File: src/rtl/sc_pkg.sv
// sc_pkg: shared encodings for the fetch/PC sequencing stage.
//   - FSM state encoding
//   - pcsource selector values driven by the control unit
//   - trap cause codes
package sc_pkg;

    localparam logic [1:0] S_IDLE  = 2'd0;
    localparam logic [1:0] S_FETCH = 2'd1;
    localparam logic [1:0] S_EXEC  = 2'd2;
    localparam logic [1:0] S_TRAP  = 2'd3;

    localparam logic [1:0] PCSRC_SEQ = 2'd0;
    localparam logic [1:0] PCSRC_BR  = 2'd1;
    localparam logic [1:0] PCSRC_REG = 2'd2;
    localparam logic [1:0] PCSRC_JMP = 2'd3;

    localparam logic [1:0] TRAP_NONE    = 2'b00;
    localparam logic [1:0] TRAP_TIMEOUT = 2'b01;
    localparam logic [1:0] TRAP_ALIGN   = 2'b10;

endpackage

File: src/rtl/sc_next_pc.sv
// sc_next_pc: combinational next-PC selection.
// Ports:
//   pc4       in  32  current pc + 4
//   inst      in  32  current instruction word
//   ra        in  32  register operand for jr
//   pcsource  in  2   selector from the control unit
//   next_pc   out 32  selected next program counter
//   misaligned out 1  next_pc is not word aligned
module sc_next_pc
    import sc_pkg::*;
(
    input  logic [31:0] pc4,
    input  logic [31:0] inst,
    input  logic [31:0] ra,
    input  logic [1:0]  pcsource,
    output logic [31:0] next_pc,
    output logic        misaligned
);

    logic [31:0] br_offset;
    logic        unused_opcode;

    // Opcode field is decoded downstream, not needed for target generation.
    assign unused_opcode = ^inst[31:26];

    assign br_offset = {{14{inst[15]}}, inst[15:0], 2'b00};

    always_comb begin
        next_pc = pc4;
        case (pcsource)
            PCSRC_SEQ: next_pc = pc4;
            PCSRC_BR:  next_pc = pc4 + br_offset;
            PCSRC_REG: next_pc = ra;
            PCSRC_JMP: next_pc = {pc4[31:28], inst[25:0], 2'b00};
            default:   next_pc = pc4;
        endcase
    end

    assign misaligned = |next_pc[1:0];

endmodule

File: src/rtl/sc_fetch_unit.sv
// sc_fetch_unit: instruction fetch and PC sequencing stage.
// Owns the PC, fetches from an instruction memory with a req/ack handshake
// (wait states allowed), presents each instruction for one commit cycle and
// traps on fetch timeout or a misaligned next PC.
// Ports:
//   clock, reset        rising-edge clock, async active-high reset
//   pcsource, ra        next-PC select and jr register operand
//   imem_ack/imem_rdata memory response
//   imem_req/imem_addr  memory request (registered), address = pc
//   pc, pc4             current pc and pc + 4
//   inst, inst_valid    held instruction word and commit strobe
//   trap, trap_cause, trap_pc  sticky fault status
//
// state   | meaning
// S_IDLE  | one cycle after reset release
// S_FETCH | request outstanding, waiting for imem_ack, timeout counting
// S_EXEC  | commit cycle, inst_valid high, pc advances on closing edge
// S_TRAP  | terminal fault, left only by reset
module sc_fetch_unit
    import sc_pkg::*;
#(
    parameter logic [31:0] RESET_PC = 32'h0000_0000,
    parameter int          TIMEOUT  = 15
) (
    input  logic        clock,
    input  logic        reset,
    input  logic [1:0]  pcsource,
    input  logic [31:0] ra,
    input  logic        imem_ack,
    input  logic [31:0] imem_rdata,
    output logic        imem_req,
    output logic [31:0] imem_addr,
    output logic [31:0] pc,
    output logic [31:0] pc4,
    output logic [31:0] inst,
    output logic        inst_valid,
    output logic        trap,
    output logic [1:0]  trap_cause,
    output logic [31:0] trap_pc
);

    localparam logic [7:0] COUNT_LAST = 8'(TIMEOUT - 1);

    logic [1:0]  state;
    logic [7:0]  count;
    logic [31:0] next_pc;
    logic        misaligned;

    assign pc4       = pc + 32'd4;
    assign imem_addr = pc;

    sc_next_pc u_next_pc (
        .pc4        (pc4),
        .inst       (inst),
        .ra         (ra),
        .pcsource   (pcsource),
        .next_pc    (next_pc),
        .misaligned (misaligned)
    );

    // imem_req and inst_valid are registered alongside the state so they
    // are glitch-free decodes of the state the FSM is entering.
    always_ff @(posedge clock or posedge reset) begin
        if (reset) begin
            state      <= S_IDLE;
            pc         <= RESET_PC;
            inst       <= 32'd0;
            imem_req   <= 1'b0;
            inst_valid <= 1'b0;
            trap       <= 1'b0;
            trap_cause <= TRAP_NONE;
            trap_pc    <= 32'd0;
            count      <= 8'd0;
        end else begin
            inst_valid <= 1'b0;
            case (state)
                S_IDLE: begin
                    state    <= S_FETCH;
                    imem_req <= 1'b1;
                    count    <= 8'd0;
                end
                S_FETCH: begin
                    // ack has priority over an expiring timeout
                    if (imem_ack) begin
                        inst       <= imem_rdata;
                        count      <= 8'd0;
                        state      <= S_EXEC;
                        imem_req   <= 1'b0;
                        inst_valid <= 1'b1;
                    end else if (count == COUNT_LAST) begin
                        state      <= S_TRAP;
                        imem_req   <= 1'b0;
                        trap       <= 1'b1;
                        trap_cause <= TRAP_TIMEOUT;
                        trap_pc    <= pc;
                    end else begin
                        count <= count + 8'd1;
                    end
                end
                S_EXEC: begin
                    if (!misaligned) begin
                        pc       <= next_pc;
                        state    <= S_FETCH;
                        imem_req <= 1'b1;
                    end else begin
                        state      <= S_TRAP;
                        trap       <= 1'b1;
                        trap_cause <= TRAP_ALIGN;
                        trap_pc    <= pc;
                    end
                end
                S_TRAP: begin
                    imem_req <= 1'b0;
                end
                default: begin
                    state    <= S_IDLE;
                    imem_req <= 1'b0;
                end
            endcase
        end
    end

endmodule

File: config.mk
export PLATFORM = sky130hd
export DESIGN_NAME = sc_fetch_unit
export DESIGN_NICKNAME = d
export VERILOG_FILES = /design/src/rtl/sc_pkg.sv /design/src/rtl/sc_next_pc.sv /design/src/rtl/sc_fetch_unit.sv
export SDC_FILE = /design/constraint.sdc
export NUM_CORES = 1
export LEC_CHECK = 0
export CAP_MARGIN = 40
export CORE_UTILIZATION = 43
export DETAILED_ROUTE_END_ITERATION = 6
export PLACE_DENSITY = 0.78
export RECOVER_POWER = 25
export SKIP_CTS_REPAIR_TIMING = 1
export SYNTH_ARGS = -nofsm -noshare
export SYNTH_HDL_FRONTEND = slang
export SYNTH_HIERARCHICAL = 1
export SYNTH_SLANG_ARGS = --single-unit
File: constraint.sdc
create_clock -name clock -period 4.1 [get_ports clock]
set_input_delay 0.82 -clock clock [delete_from_list [all_inputs] [get_ports clock]]
set_output_delay 0.82 -clock clock [all_outputs]
set_load 0.005 [all_outputs]
==> impl_results.md, run 1 <==
- Result of the run: finished with violations
- Violated checks: max-capacitance violations, max-slew violations
- Type of the worst min-delay path: flop to flop
- Vias per cell: 5.517
- Highest achievable clock rate: around 250 MHz
- Critical path's slowest cell: sky130_fd_sc_hd__mux4_2
- Count of nets after finishing: 1007
- Overall power of the completed layout: 9.240 mW
- Logic gate share of total power: 66.9%
- Clock tree from TritonCTS: built
- Count of H-tree levels built during CTS: 3
- Quantity of I/O buffers inserted on ports: 233
- Cell Chain, Critical Path: ha_1 > nand3_2 > nor2_4 > buf_12 > nand2_1 > xnor2_1 > ha_1 > and3_4 > a21boi_1 > a221o_1 > a21o_1 > nor3b_2 > a221o_2 > xnor2_1 > mux4_2 > mux2_2
- Starting Density: 44.62%
- Switching Share: 39.47%
- Cell type contributing the most total cell area after synthesis: sky130_fd_sc_hd__dfrtp_1
- Sinks on the clock net: ~110
- Flip-flop cell with the highest count after synthesis: sky130_fd_sc_hd__dfrtp_1
- Tightest Pin Transition: 2.448 ns
- Detail Route Antenna Nets: 0
- Flop pwr share: a little under a quarter
- Net switching power figure: 3.647 mW
- Largest cells by area after synthesis: sky130_fd_sc_hd__dfrtp_1, sky130_fd_sc_hd__mux2_2, sky130_fd_sc_hd__ha_1, sky130_fd_sc_hd__mux4_2, sky130_fd_sc_hd__xnor2_1
- Wire per inst: ~18 um
- Area post-placement: just under 10000 um^2
- Antenna violations before repair: 0
- Pin count of the biggest net entering global routing: 59
- Drt drc: 0
- Count of pins over their slew limit: 55
- Vias in the first global route: between 6000 and 7000
- Crit path buf inv count: 1
- Share of final-layout standard cells stronger than drive strength 1: 21.41%
- Async SR Flop Fraction: 100.0%
- Highest cell delay on the worst timing path: between 0.4 and 0.5 ns
- Synthesized area: 7478 um^2
- Cell internal pwr: 5.593 mW
- Relative slew slack: -64.08%
- Global-route wire length before repair: ~33 mm
- DR pass1 iterations: 5
- End-of-flow core utilization: between 60 and 70%
- Worst Clk Skew: 0.007354 ns
- Clock-pin slew on the worst setup and hold paths: around 0.070 ns
- HPWL after DPL: about 15 mm
- Gate Count Post-Synth: 690
- FF+latch count, synth: between 100 and 150
- Total clock buffers created by CTS: 9
- Syn avg cell area: about 11 um^2
- Core region area: 16760 um^2
- Arrival time at the worst endpoint: 4.19 ns
- RePlAce Congestion: 0.9042
- Number of cell rows: 47
- Fin. Hold Viols: 0
- Clock Latency Late Sink: 0.35 ns
- Worst R2R Start: imem_addr[3]
- Post-Syn Nets: 796
- Die height: 133.9 um
- Finished Cell Area: 10300 um^2
- Top-area cell type share of the netlist area: 37.14%
- Family with the most delay on the worst path: compound AO/OA/AOI/OAI gates
- Hold Crit Endpoint: trap
- Slack of the worst reg-to-reg path: 0.15 ns
- Final critical path time including I/O delays and setup: 3.951 ns
- Max-cap viol count: 1
- Number of buffers between clock root and the deepest sink: 2
- Die area: around 18000 um^2
- Clk pwr share: under 10%
- Critical path capture point type: flop
- Die width: 133.9 um
- WS Path Type: flop to flop
- Depth of the worst register-to-register path: 16
- Worst hold start: trap
- Largest fanout of any net on the critical path: 11
- WHS Path Cells: 1
- Number of distinct library cells after synthesis: 66
- Count of routing violations after the opening detailed-route iteration: between 200 and 300
- Reported leakage power: approximately 4.2 nW
- Critical path depth in cells: 16
- Maximum VDD drop: 0.4760 mV
- Sequential cell area fraction in the yosys report: 37.14%
- Antenna Cells: 0
- Final WL: 20.55 mm
- Library cell used as clock root buffer: sky130_fd_sc_hd__clkbuf_16
- Overflow left after global routing: 0
- WP data required: 4.34 ns
- Final clock period utilization by the worst path: ~96%
- R2r endpoint: imem_addr[24]
- Power density cells: 897.3 nW/um^2
- Total number of yosys warnings: 6
- Vias after detailed routing: 6212
- Critical path startpoint category: flop
- Relative area change from synthesis to final layout: 37.69%
- Final setup viols: 0
- Total I/O pin count: 234
- Number of enable-type register cells in the synthesized netlist: 0
- Global routing usage summed across all routing layers: 23.51%
-- power groups by stage --
stage          registers, mW  logic [mW]  clock network [mW]
3_5_place_dp            2.16        6.07                   0
6_report                2.14        6.19               0.911
3_3_place_gp            2.13        6.00                   0
2_1_floorplan           2.12        3.67                   0
4_1_cts                 2.14        6.11               0.936
5_1_grt                 2.24        6.74               0.982
-- per-layer routing --
layer	global-route usage [%]	routed length [um]	vias up	share of wire, %
li1	-	-	2918	-
met2	38.63	9969	204	49
met1	31.01	9059	3066	44
met5	0	0	-	0
met4	7.891	338	0	1.6
met3	4.573	1187	24	5.8
-- sequential cells by signal, indices dropped and copies added, names as in the netlist --
signal / cells
imem_addr: 32
inst: 32
trap_pc: 32
count: 8
state: 2
trap_cause: 2
imem_req: 1
inst_valid: 1
trap: 1
-- metrics by stage --
step,setup WS [ns],hold WS (ns),setup TNS [ns],instances
floorplan,0.1885,0.4650,0,690
global placement,0.2162,0.4526,0,1109
CTS,0.1026,0.4721,0,1125
finish,0.1492,0.4681,0,1126
detailed placement,0.1389,0.4545,0,1109
global route,-0.07669,0.5016,-0.1173,1126
-- placed cells by master (no fill, tap or decap), types with 5 or more instances in the layout --
cell,instances
sky130_fd_sc_hd__and3_1,12
sky130_fd_sc_hd__dfrtp_1,110
sky130_fd_sc_hd__ha_1,32
sky130_fd_sc_hd__o21ai_0,25
sky130_fd_sc_hd__mux2_2,101
sky130_fd_sc_hd__clkdlybuf4s50_1,230
sky130_fd_sc_hd__a21o_1,8
sky130_fd_sc_hd__nor2_1,25
sky130_fd_sc_hd__xor2_1,22
sky130_fd_sc_hd__nand4_1,11
sky130_fd_sc_hd__xnor2_1,32
sky130_fd_sc_hd__o211ai_1,8
sky130_fd_sc_hd__mux2i_1,5
sky130_fd_sc_hd__clkbuf_16,9
sky130_fd_sc_hd__nand2_1,36
sky130_fd_sc_hd__o22ai_1,7
sky130_fd_sc_hd__and4_1,7
sky130_fd_sc_hd__nand3_1,21
sky130_fd_sc_hd__nor2b_1,9
sky130_fd_sc_hd__a21oi_1,41
sky130_fd_sc_hd__buf_4,27
sky130_fd_sc_hd__mux4_2,19
sky130_fd_sc_hd__inv_1,17
-- synthesized netlist by cell type (all sizes together) (3+ instances only) --
| library cell | number |
|---|---|
| dfrtp | 111 |
| mux2 | 103 |
| buf | 49 |
| a21oi | 43 |
| ha | 36 |
| nand2 | 36 |
| xnor2 | 36 |
| nor2 | 27 |
| o21ai | 26 |
| nand3 | 22 |
| xor2 | 22 |
| mux4 | 19 |
| inv | 18 |
| clkbuf | 14 |
| and3 | 13 |
| nand4 | 11 |
| nor2b | 9 |
| a21o | 8 |
| o211ai | 8 |
| and4 | 7 |
| o22ai | 7 |
| mux2i | 5 |
| nor3 | 4 |
| a221o | 3 |
| a31oi | 3 |
| and2 | 3 |
| nand2b | 3 |
| nand4b | 3 |
| o31ai | 3 |
| or2 | 3 |
-- cell families after synthesis --
logic type / after synthesis / share of synthesized area, %
xor+xnor: 58 / 6.793
flops: 111 / 37.14
buf+inv: 82 / 6.274
simple gates: 149 / 10.76
compound gates: 126 / 10.84
mux: 127 / 21.90
fa+ha+maj: 37 / 6.291
-- final cells by class --
type / count / area, um^2
clock buffers: 12 / 246.5
clock inverters: 4 / 52.55
fillers: 1439 / 6462
inverters: 19 / 72.57
multi-input cells: 497 / 4308
flip-flops and latches: 111 / 2779
well taps: 220 / 275.3
repair buffers: 263 / 2564
-- how the worst max path moves through the flow --
stage / slack, ns / start / end
finish: 0.15 / imem_addr[3] / imem_addr[24]
global route: -0.08 / imem_addr[3] / imem_addr[24]
CTS: 0.10 / imem_addr[5] / imem_addr[31]
detailed placement: 0.14 / imem_addr[2] / imem_addr[31]
global placement: 0.22 / imem_addr[2] / imem_addr[24]
floorplan: 0.19 / imem_addr[2] / imem_addr[24]
(Power assumes the default switching activity.)
==> inputs of run 2 (changes only) <==
CTS_CLUSTER_SIZE = 14   (was default)
SLEW_MARGIN = 20   (was default)
==> run 2 against run 1 <==
  * Global-route usage unchanged
  * Largest cell class unchanged
  * Clock skew up 0.00095 ns
  * Routed wire length about the same
  * The run still ends with max-capacitance violations, max-slew violations left
==> impl_results.md, run 2 (synthesized netlist as in run 1, its figures left out) <==
- Total Negative Setup Slacks: 0 ns
- RePlAce Congestion: 0.9042
- Final WL: 20.57 mm
- Violated checks: max-capacitance violations, max-slew violations
- Antenna Cells: 0
- Starting Density: 44.62%
- DP Worst Slack: 0.1389 ns
- Core region area: around 17000 um^2
- Critical path capture point type: flop
- Library cell used as clock root buffer: sky130_fd_sc_hd__clkbuf_16
- Wire per inst: between 15 and 20 um
- Critical path startpoint category: flop
- Die area: 17920 um^2
- Fin. Hold Viols: 0
- R2r endpoint: imem_addr[24]
- Max-cap viol count: 1
- Number of cell rows: 47
- Share of final-layout standard cells stronger than drive strength 1: 21.50%
- Highest achievable clock rate: 253.4 MHz
- Worst R2R Start: imem_addr[2]
- Reported leakage power: 4.232 nW
- Final critical path time including I/O delays and setup: 3.946 ns
- Die height: around 130 um
- Die width: roughly 130 um
- Count of nets after finishing: 1008
- WP data required: 4.34 ns
- Detail Route Antenna Nets: 0
- Count of routing violations after the opening detailed-route iteration: 245
- Total clock buffers created by CTS: 9
- Result of the run: finished with violations
- WHS Path Cells: 1
- Largest fanout of any net on the critical path: 11
- Final worst-path setup slack: 0.1543 ns
- Most common cell after layout, fill and taps aside: sky130_fd_sc_hd__clkdlybuf4s50_1
- HPWL after DPL: 15.44 mm
- WS Path Type: flop to flop
- Quantity of I/O buffers inserted on ports: ~230
- Tightest Pin Transition: 2.442 ns
- Worst hold start: trap
- Maximum VDD drop: around 0.47 mV
- Overflow left after global routing: 0
- Global routing usage summed across all routing layers: 23.51%
- Depth of the worst register-to-register path: 16
- Vias per cell: about 5.5
- Clock tree from TritonCTS: built
- Arrival time at the worst endpoint: 4.19 ns
- Drt drc: 0
- DR pass1 iterations: 5
- Clock-pin slew on the worst setup and hold paths: about 0.07 ns
- Total I/O pin count: 234
- Vias after detailed routing: 6208
- Count of H-tree levels built during CTS: 3
- Final setup viols: 0
- Slack of the worst reg-to-reg path: approximately 0.15 ns
- Vias in the first global route: 6186
- Number of buffers between clock root and the deepest sink: 2
- Hold Crit Endpoint: trap
- Relative slew slack: -63.69%
- Global-route wire length before repair: 33.22 mm
- Type of the worst min-delay path: flop to flop
- Relative area change from synthesis to final layout: 37.80%
- Count of pins over their slew limit: 55
- Power density cells: 896.6 nW/um^2
- Worst Clk Skew: 0.008308 ns
- Final clock period utilization by the worst path: 96.24%
- Most used cells in the layout excluding fill and tap cells: sky130_fd_sc_hd__clkdlybuf4s50_1, sky130_fd_sc_hd__dfrtp_1, sky130_fd_sc_hd__mux2_2
- Antenna violations before repair: 0
- Clock Latency Late Sink: ~0.35 ns
- Pin count of the biggest net entering global routing: 59
- Sinks on the clock net: 111
[run 2: cell count changes in the layout (fill, tap and decap cells not counted), sizes merged]
| cell | previous run | this run |
|---|---|---|
| clkbuf | 13 | 14 |
[run 2: area by class of cell]
type	count	area, um^2
fillers	1437	6455
multi-input cells	497	4308
flip-flops and latches	111	2779
repair buffers	264	2571
well taps	220	275.3
clock buffers	12	246.5
inverters	19	72.57
clock inverters	4	52.55
[run 2: critical path: stages (launching register included)]
cell and delay [ns]:
sky130_fd_sc_hd__dfrtp_1 0.36, sky130_fd_sc_hd__ha_1 0.21, sky130_fd_sc_hd__nand3_2 0.16, sky130_fd_sc_hd__nor2_4 0.16
sky130_fd_sc_hd__buf_12 0.15, sky130_fd_sc_hd__nand2_1 0.07, sky130_fd_sc_hd__xnor2_1 0.30, sky130_fd_sc_hd__ha_1 0.38
sky130_fd_sc_hd__and3_4 0.23, sky130_fd_sc_hd__a21boi_1 0.13, sky130_fd_sc_hd__a221o_1 0.33, sky130_fd_sc_hd__a21o_1 0.20
sky130_fd_sc_hd__nor3b_2 0.17, sky130_fd_sc_hd__a221o_2 0.22, sky130_fd_sc_hd__xnor2_1 0.07, sky130_fd_sc_hd__mux4_2 0.44
sky130_fd_sc_hd__mux2_2 0.27
[run 2: worst max path at each step]
stage                 start            end  cells after the start
2_1_floorplan  imem_addr[2]  imem_addr[24]                     16
3_3_place_gp   imem_addr[2]  imem_addr[24]                     16
3_5_place_dp   imem_addr[2]  imem_addr[31]                     17
4_1_cts        imem_addr[5]  imem_addr[31]                     15
5_1_grt        imem_addr[3]  imem_addr[24]                     16
6_report       imem_addr[2]  imem_addr[24]                     16
[run 2: metal layers]
metal / part of all wire (%) / vias up / global-route usage [%]
met2: 49 / 200 / 38.63
met1: 44 / 3068 / 31.01
met3: 5.8 / 24 / 4.573
met4: 1.6 / 0 / 7.891
met5: 0 / - / 0
li1: - / 2916 / -
[run 2: power by group]
part | switching, mW | internal [mW]
clock | 0.414 | 0.496
combinational | 2.69 | 3.49
sequential | 0.537 | 1.61
total | 3.65 | 5.59
[run 2: per-stage QoR]
step / instances / hold WS, ns / utilization, % / area (um^2) / power, mW
after floorplan: 690 / 0.4650 / - / 7478 / 5.785
after global placement: 1109 / 0.4526 / 59.25 / 9931 / 8.135
after detailed placement: 1109 / 0.4545 / 59.25 / 9931 / 8.229
after CTS: 1125 / 0.4721 / 61.04 / 10230 / 9.188
after global routing: 1127 / 0.5016 / 61.49 / 10300 / 9.958
final: 1127 / 0.4680 / 61.49 / 10300 / 9.239
